**src/rtl/systolic_pkg.sv**
```systemverilog
// Shared definitions for the exhaustive NOR-array sweeper: array size defaults,
// vector count and the controller state encoding.
package systolic_pkg;

  localparam int ROW_DEF    = 4;
  localparam int COLUMN_DEF = 8;
  localparam int NUM_VEC    = 1 << (ROW_DEF + COLUMN_DEF);

  typedef enum logic [2:0] {
    IDLE,
    DRIVE,
    SAMPLE,
    EMIT,
    FINISH
  } state_t;

endpackage

```
**src/rtl/systolic_sweep_packer.sv**
```systemverilog
// Collects sampled array results into 8-bit words, tracks the word address of
// the most recent sample and counts how many samples were 1.
module systolic_sweep_packer #(
  parameter int AW = 9,
  parameter int CW = 13
) (
  input  logic          clk,
  input  logic          rst_n,
  input  logic          i_clear,
  input  logic          i_sample,
  input  logic [2:0]    i_bit,
  input  logic [AW-1:0] i_word,
  input  logic          i_out,
  output logic [7:0]    o_data,
  output logic [AW-1:0] o_addr,
  output logic [CW-1:0] o_ones
);

  logic [7:0]    r_data;
  logic [AW-1:0] r_addr;
  logic [CW-1:0] r_ones;

  always_ff @(posedge clk) begin
    if (!rst_n || i_clear) begin
      r_data <= '0;
      r_addr <= '0;
      r_ones <= '0;
    end else if (i_sample) begin
      r_data[i_bit] <= i_out;
      r_addr        <= i_word;
      r_ones        <= r_ones + CW'(i_out);
    end
  end

  assign o_data = r_data;
  assign o_addr = r_addr;
  assign o_ones = r_ones;

endmodule

```
**src/rtl/systolic_sweep.sv**
```systemverilog
// Drives every row/column input combination into an external NOR array, samples
// its result after a settle delay and streams the results out as packed words.
module systolic_sweep
  import systolic_pkg::*;
#(
  parameter int ROW    = ROW_DEF,
  parameter int COLUMN = COLUMN_DEF,
  parameter int SETTLE = 2
) (
  input  logic                    clk,
  input  logic                    rst_n,
  input  logic                    start,
  output logic                    busy,
  output logic                    done,
  output logic [ROW-1:0]          inRow,
  output logic [COLUMN-1:0]       inColumn,
  input  logic                    out,
  output logic                    res_valid,
  input  logic                    res_ready,
  output logic [7:0]              res_data,
  output logic [ROW+COLUMN-4:0]   res_addr,
  output logic [ROW+COLUMN:0]     ones_count,
  output state_t                  o_dbg_state
);

  localparam int          NB          = ROW + COLUMN;
  localparam logic [7:0]  SETTLE_LOAD = 8'(SETTLE - 1);

  state_t        r_state;
  state_t        w_next;
  logic [NB:0]   r_idx;
  logic [7:0]    r_settle;
  logic          w_clear;
  logic          w_sample;

  // Result handshake: a word transfers on a rising edge where res_valid and
  // res_ready are both high; once raised, res_valid and the word stay put
  // until that transfer happens.
  always_comb begin
    w_next = r_state;
    case (r_state)
      IDLE:    if (start) w_next = DRIVE;
      DRIVE:   if (r_settle == 8'd0) w_next = SAMPLE;
      SAMPLE:  w_next = (r_idx[2:0] == 3'd7) ? EMIT : DRIVE;
      // The carry into the extra idx bit appears exactly after the last vector.
      EMIT:    if (res_ready) w_next = r_idx[NB] ? FINISH : DRIVE;
      FINISH:  w_next = IDLE;
      default: w_next = IDLE;
    endcase
  end

  assign w_clear     = (r_state == IDLE) && start;
  assign w_sample    = (r_state == SAMPLE);
  assign busy        = (r_state != IDLE);
  assign done        = (r_state == FINISH);
  assign res_valid   = (r_state == EMIT);
  assign inRow       = r_idx[ROW-1:0];
  assign inColumn    = r_idx[NB-1:ROW];
  assign o_dbg_state = r_state;

  always_ff @(posedge clk) begin
    if (!rst_n) begin
      r_state  <= IDLE;
      r_idx    <= '0;
      r_settle <= SETTLE_LOAD;
    end else begin
      r_state <= w_next;
      if (w_clear)
        r_idx <= '0;
      else if (w_sample)
        r_idx <= r_idx + 1'b1;
      // Reloads whenever not driving so every vector gets the full hold time.
      if (r_state == DRIVE)
        r_settle <= r_settle - 8'd1;
      else
        r_settle <= SETTLE_LOAD;
    end
  end

  systolic_sweep_packer #(
    .AW (NB - 3),
    .CW (NB + 1)
  ) u_packer (
    .clk      (clk),
    .rst_n    (rst_n),
    .i_clear  (w_clear),
    .i_sample (w_sample),
    .i_bit    (r_idx[2:0]),
    .i_word   (r_idx[NB-1:3]),
    .i_out    (out),
    .o_data   (res_data),
    .o_addr   (res_addr),
    .o_ones   (ones_count)
  );

endmodule
```
**config.mk**
```make
export PLATFORM = sky130hd
export DESIGN_NAME = systolic_sweep
export DESIGN_NICKNAME = d
export VERILOG_FILES = /design/src/rtl/systolic_pkg.sv /design/src/rtl/systolic_sweep_packer.sv /design/src/rtl/systolic_sweep.sv
export SDC_FILE = /design/constraint.sdc
export NUM_CORES = 1
export LEC_CHECK = 0
export ABC_CLOCK_PERIOD_IN_PS = 3100
export CORE_MARGIN = 2
export CORE_UTILIZATION = 40
export CTS_CLUSTER_SIZE = 30
export DETAILED_ROUTE_END_ITERATION = 6
export PLACE_DENSITY_LB_ADDON = 0.1
export SETUP_SLACK_MARGIN = 0.02
export SKIP_CTS_REPAIR_TIMING = 1
export SLEW_MARGIN = 25
export SYNTH_ARGS = -nofsm -noshare
export SYNTH_HDL_FRONTEND = slang
export SYNTH_HIERARCHICAL = 1
export SYNTH_SLANG_ARGS = --single-unit
```
**constraint.sdc**
```tcl
create_clock -name clk -period 3.1 [get_ports clk]
set_input_delay 0.62 -clock clk [delete_from_list [all_inputs] [get_ports clk]]
set_output_delay 0.62 -clock clk [all_outputs]
set_load 0.005 [all_outputs]
```
# == Word level (Yosys, flattened, before mapping) ==
# Index checks and enable logic that the tools add are counted.
# classes
n_addsub,3
n_lt_le_gt_ge,2
eq_ne,8
muxes,9
bitwise_logic,1
n_reduce_logical,10
# op_table
cell,n
adder 13 x 1 -> 13 bit,1
adder 13 x 1 -> 13 bit (second input constant),1
two-way mux 3 bit,4
case mux 3 bit (4 select lines),1
bitwise mux 8 bit,1
logical NOT 8 bit,1
subtractor 8 x 1 -> 8 bit (second input constant),1
== test 3 x 2 -> 1 bit (second input constant),2
== test 3 bit (second input constant),2
< comparator 3 x 4 -> 1 bit (second input constant),1
inequality test 2 bit (second input constant),2
demux 1 bit (select 3 bit),1
== test 3 x 1 -> 1 bit (second input constant),1
>= comparator 3 x 1 -> 1 bit (second input constant),1
logical NOT 3 bit,1
AND reduction 3 bit,1
nonzero test 3 bit,1
logical AND 1 bit,2
two-way mux 2 bit,1
inequality test 2 x 1 -> 1 bit (second input constant),1
AND reduction 2 bit,1
OR reduction 2 bit,1
logical NOT 1 bit,1
logical OR 1 bit,1
2 further kinds,2
# totals
ff_bits,54
input_bits,5
out_inout_bits,48

# == Depth between registers and ports, before layout ==
# logic_depth
ltp_word,5
mapped_depth,6
mapped_depth_nobuf,5

# == By module ==
# The synthesis kept the hierarchy.
# by_module_without_submodules
mod,n_inst,cells_per_inst,area_per_inst_um2,seq_area_each_um2
systolic_sweep_packer,1,126,1243.7,600.6
systolic_sweep,1,135,1229.9,480.5

# == Worst setup path before layout ==
# No wires, ideal clock.
# synth_path
path_type,register to register
start,register r_state[1] (netlist: o_dbg_state[1])
end,register u_packer.r_ones[9] (netlist: u_packer/o_ones[9])
setup_time_ns,0.070
t_arrival_ns,1.951
t_required_ns,3.030
slack_ns,1.078
path_stages_with_launch,6
n_path_buf,1
cell_sequence,dfxtp_1 -> clkbuf_2 -> nor3b_2 -> nand4_2 -> or4_1 -> a21oi_1
# synth_between
elab_cells_between_ends,4
classes_between,eq/ne: 1; reduce/logical: 3
# synth_rtl
element,line_no,text
from (decl),systolic_sweep.sv:29,state_t r_state;
from (signal assigned),systolic_sweep.sv:67,r_state <= w_next;
== test 3 x 2 -> 1 bit,systolic_sweep.sv:53,assign w_sample = (r_state == SAMPLE);
net w_sample,systolic_sweep.sv:34,logic w_sample;
to (signal assigned),systolic_sweep_packer.sv:31,r_ones <= r_ones + CW'(i_out);
to (decl),systolic_sweep_packer.sv:21,logic [CW-1:0] r_ones;
# The timed path passes the listed nets, and every way through them passes these cells.
# A chain may end at the register's enable or synchronous reset.

# == Worst setup path in the final report ==
# layout_path
start,input out
end,register u_packer.r_ones[10] (netlist: u_packer/o_ones[10])
# layout_between
elab_chain_len,1
# layout_rtl
element,line_no,text
from (decl),systolic_sweep.sv:17,"input logic out,"
adder 13 x 1 -> 13 bit,systolic_sweep_packer.sv:31,
# No other way between the ends.

==> reports/results.ini <==
[min_path]
hp-class = reg -> reg
hp-start = r_settle[0]

[sta]
hold_viol = 0
finalCriticalPeriod_ns = 2.393
worst_pin_slew_ns = 0.5168
max_slew_margin_pct = 65.50
slew_viol_final = 0
fin_skew_ns = 0.007820
period_share_pct = 77.18
grt_setup_unrepaired = no
setup_tns_ns = 0
setup_viol = 0
max_freq_mhz = 418.0

[final_layout]
syn2layout_area_growth_pct = 23.87
fin_area_um2 = 3064
antenna_cells = 0
fin_nets = 312
final_cell_mix = 54 x dfxtp_1, 52 x clkdlybuf4s50_1, 42 x nor2_1
mostFrequentLayoutCell = dfxtp_1
drive_gt1_share_pct = 6.645

[setup_path]
crit_chain = clkdlybuf4s50_1 > ha_1 > ha_1 > nand4_2 > or4_1 > a21oi_1
crit_path_max_incr_delay_ns = 0.64
path_common_cell = ha_1
startpoint_type = input pin
end_kind = flip-flop
crit_type = in -> reg
crit_arrival_ns = 2.62
timing.rr.start = o_dbg_state[1]
crit_required_ns = 3.33
rrSetupSlack_ns = 0.95
startpoint = out
cpMaxStageDelayCell = clkdlybuf4s50_1
critPathMaxFanout = 9

[pwr]
powerDensity_nw_per_um2 = 370.3
internal_power_uw = 885.5
pwr-share-comb_pct = 5.8
leakagePower_uw = 0.001011
max-vdd-ir-drop_uv = 236.2
pwr-share-seq_pct = 62.2
switching_power_uw = 249.2
power_frac_clock_pct = 31.9
switching_share_pct = 21.96

[synthesis]
yosysSeqAreaShare_pct = 43.70
synth_area_um2 = 2474
ys_async_sr_fraction_pct = 0
avgSynthCellArea_um2 = 9.477
syn_nets = 272
synth_ff_type = dfxtp_1
syn_inst = 261
synth_edf_count = 0
synth_cell_types = 41
synth.yosys.warnings = 6
ys_ff_latch = 54

[floorplan]
die_y_um = 82.64
rows = 28
die_w_um = 82.64
dieArea_um2 = 6829
core-area_um2 = 5956
start_util_pct = 41.53
ios = 53

[clock_tree]
clk_pin_slew_ns = 0.09
clockBufferDepth = 2
clock-sinks = 54
cts_root_buffer = clkbuf_8
cts_buffers = 5
cts_max_level = 2
cts_tree = built
clkLatencyLatePin_ns = 0.30

[placed_design]
io_buffer_count = 52
dpl.hpwl_um = 3336
post_dp_cell_area_um2 = 2988
gp_congestion = 0.7202

[route]
drc = 0
vias = 1898
initialDrtViolationCount = 53
detail_route.first_pass.iterations = 4
wl_um = 4786
viasPerCell = 5.048
detail-route-antenna-nets = 0
wl_per_cell_um = 12.73

[global_route]
grt_max_degree = 23
grt_pass1_wl_um = 7879
grt_overflow = 0
grt_pass1_vias = 1714
grt_use_total_pct = 14.71
antenna_found_initial = 0

[run_status]
outcome = finished clean

[job]
drv_cap = 0

==> stage by stage <==
step	power (µW)	hold WS, ns	setup slack [ns]	instances	utilization [%]
3_5_place_dp	790.2	0.4227	0.3777	369	50.17
4_1_cts	1154	0.4445	0.6874	376	51.45
5_1_grt	1189	0.4883	0.5733	376	51.45
2_1_floorplan	765.0	0.4029	1.078	261	-
6_report	1135	0.4366	0.7074	376	51.45
3_3_place_gp	789.5	0.4187	0.4218	369	50.17
==> cells by family after synthesis <==
group,Yosys count,synth area share [%]
and+or+nand+nor,111,26.20
DFF,54,43.70
buffers and inverters,27,6.474
AOI/OAI and AO/OA,24,5.614
muxes,22,8.953
xor gates and xnor gates,17,6.019
adders and majority gates,6,3.035
==> routing by layer <==
metal	vias to the layer above	share of wire, %	track usage [%]
met1	863	51	20.12
met4	0	0.96	4.426
met5	-	0	0
li1	992	-	-
met3	5	4.8	3.804
met2	38	43	22.74
==> worst max-delay path, delay by kind of cell <==
family,cells,cell delay (ns)
AO/OA/AOI/OAI,1,0.15
adder cells (fa/ha/maj),2,0.44
buffers and inverters,1,0.64
AND/OR/NAND/NOR,2,0.77
==> flip-flops by register name, indices dropped and copies added (netlist names) <==
| register | flops |
|---|---|
| u_packer/o_addr | 9 |
| o_dbg_state | 3 |
| u_packer/o_ones | 13 |
| u_packer/o_data | 8 |
| r_settle | 8 |
| r_idx | 13 |
==> power groups by stage <==
stage	clock network (µW)	registers [µW]	logic, µW
2_1_floorplan	0	718	47.0
3_3_place_gp	0	722	67.1
3_5_place_dp	0	722	67.7
4_1_cts	380	706	68.3
5_1_grt	407	708	74.4
6_report	362	706	66.3
==> path summary, 6_finish.rpt <==
path | to | cells after the start
worst max-delay path | u_packer/o_ones[10] | 6
worst min-delay path | r_settle[0] | 1
worst max register to register | u_packer/o_data[4] | 5
worst min register to register | r_settle[0] | 1
==> Yosys cell counts, types with 4 or more instances <==
| library cell | number | area share, % |
|---|---|---|
| buf_4 | 12 | 3.6 |
| buf_2 | 4 | 0.81 |
| nand4_1 | 11 | 2.8 |
| mux2i_1 | 21 | 8.5 |
| dfxtp_1 | 54 | 44 |
| inv_1 | 5 | 0.76 |
| clkbuf_1 | 4 | 0.61 |
| o21ai_0 | 5 | 1.0 |
| or3_1 | 6 | 1.5 |
| a21oi_1 | 11 | 2.2 |
| o31ai_1 | 5 | 1.5 |
| xor2_1 | 7 | 2.5 |
| or4_1 | 5 | 1.5 |
| nor2_1 | 42 | 6.4 |
| ha_1 | 6 | 3.0 |
| nand2_1 | 12 | 1.8 |
| xnor2_1 | 10 | 3.5 |
==> layout make-up <==
cell class	count	area [µm²]
Tap cell	75	93.84
Sequential cell	54	1081
Timing Repair Buffer	55	555.5
Clock buffer	7	76.32
Multi-Input combinational cell	180	1239
Inverter	5	18.77
Fill cell	582	2892
Power figures use the tool's default switching activity.
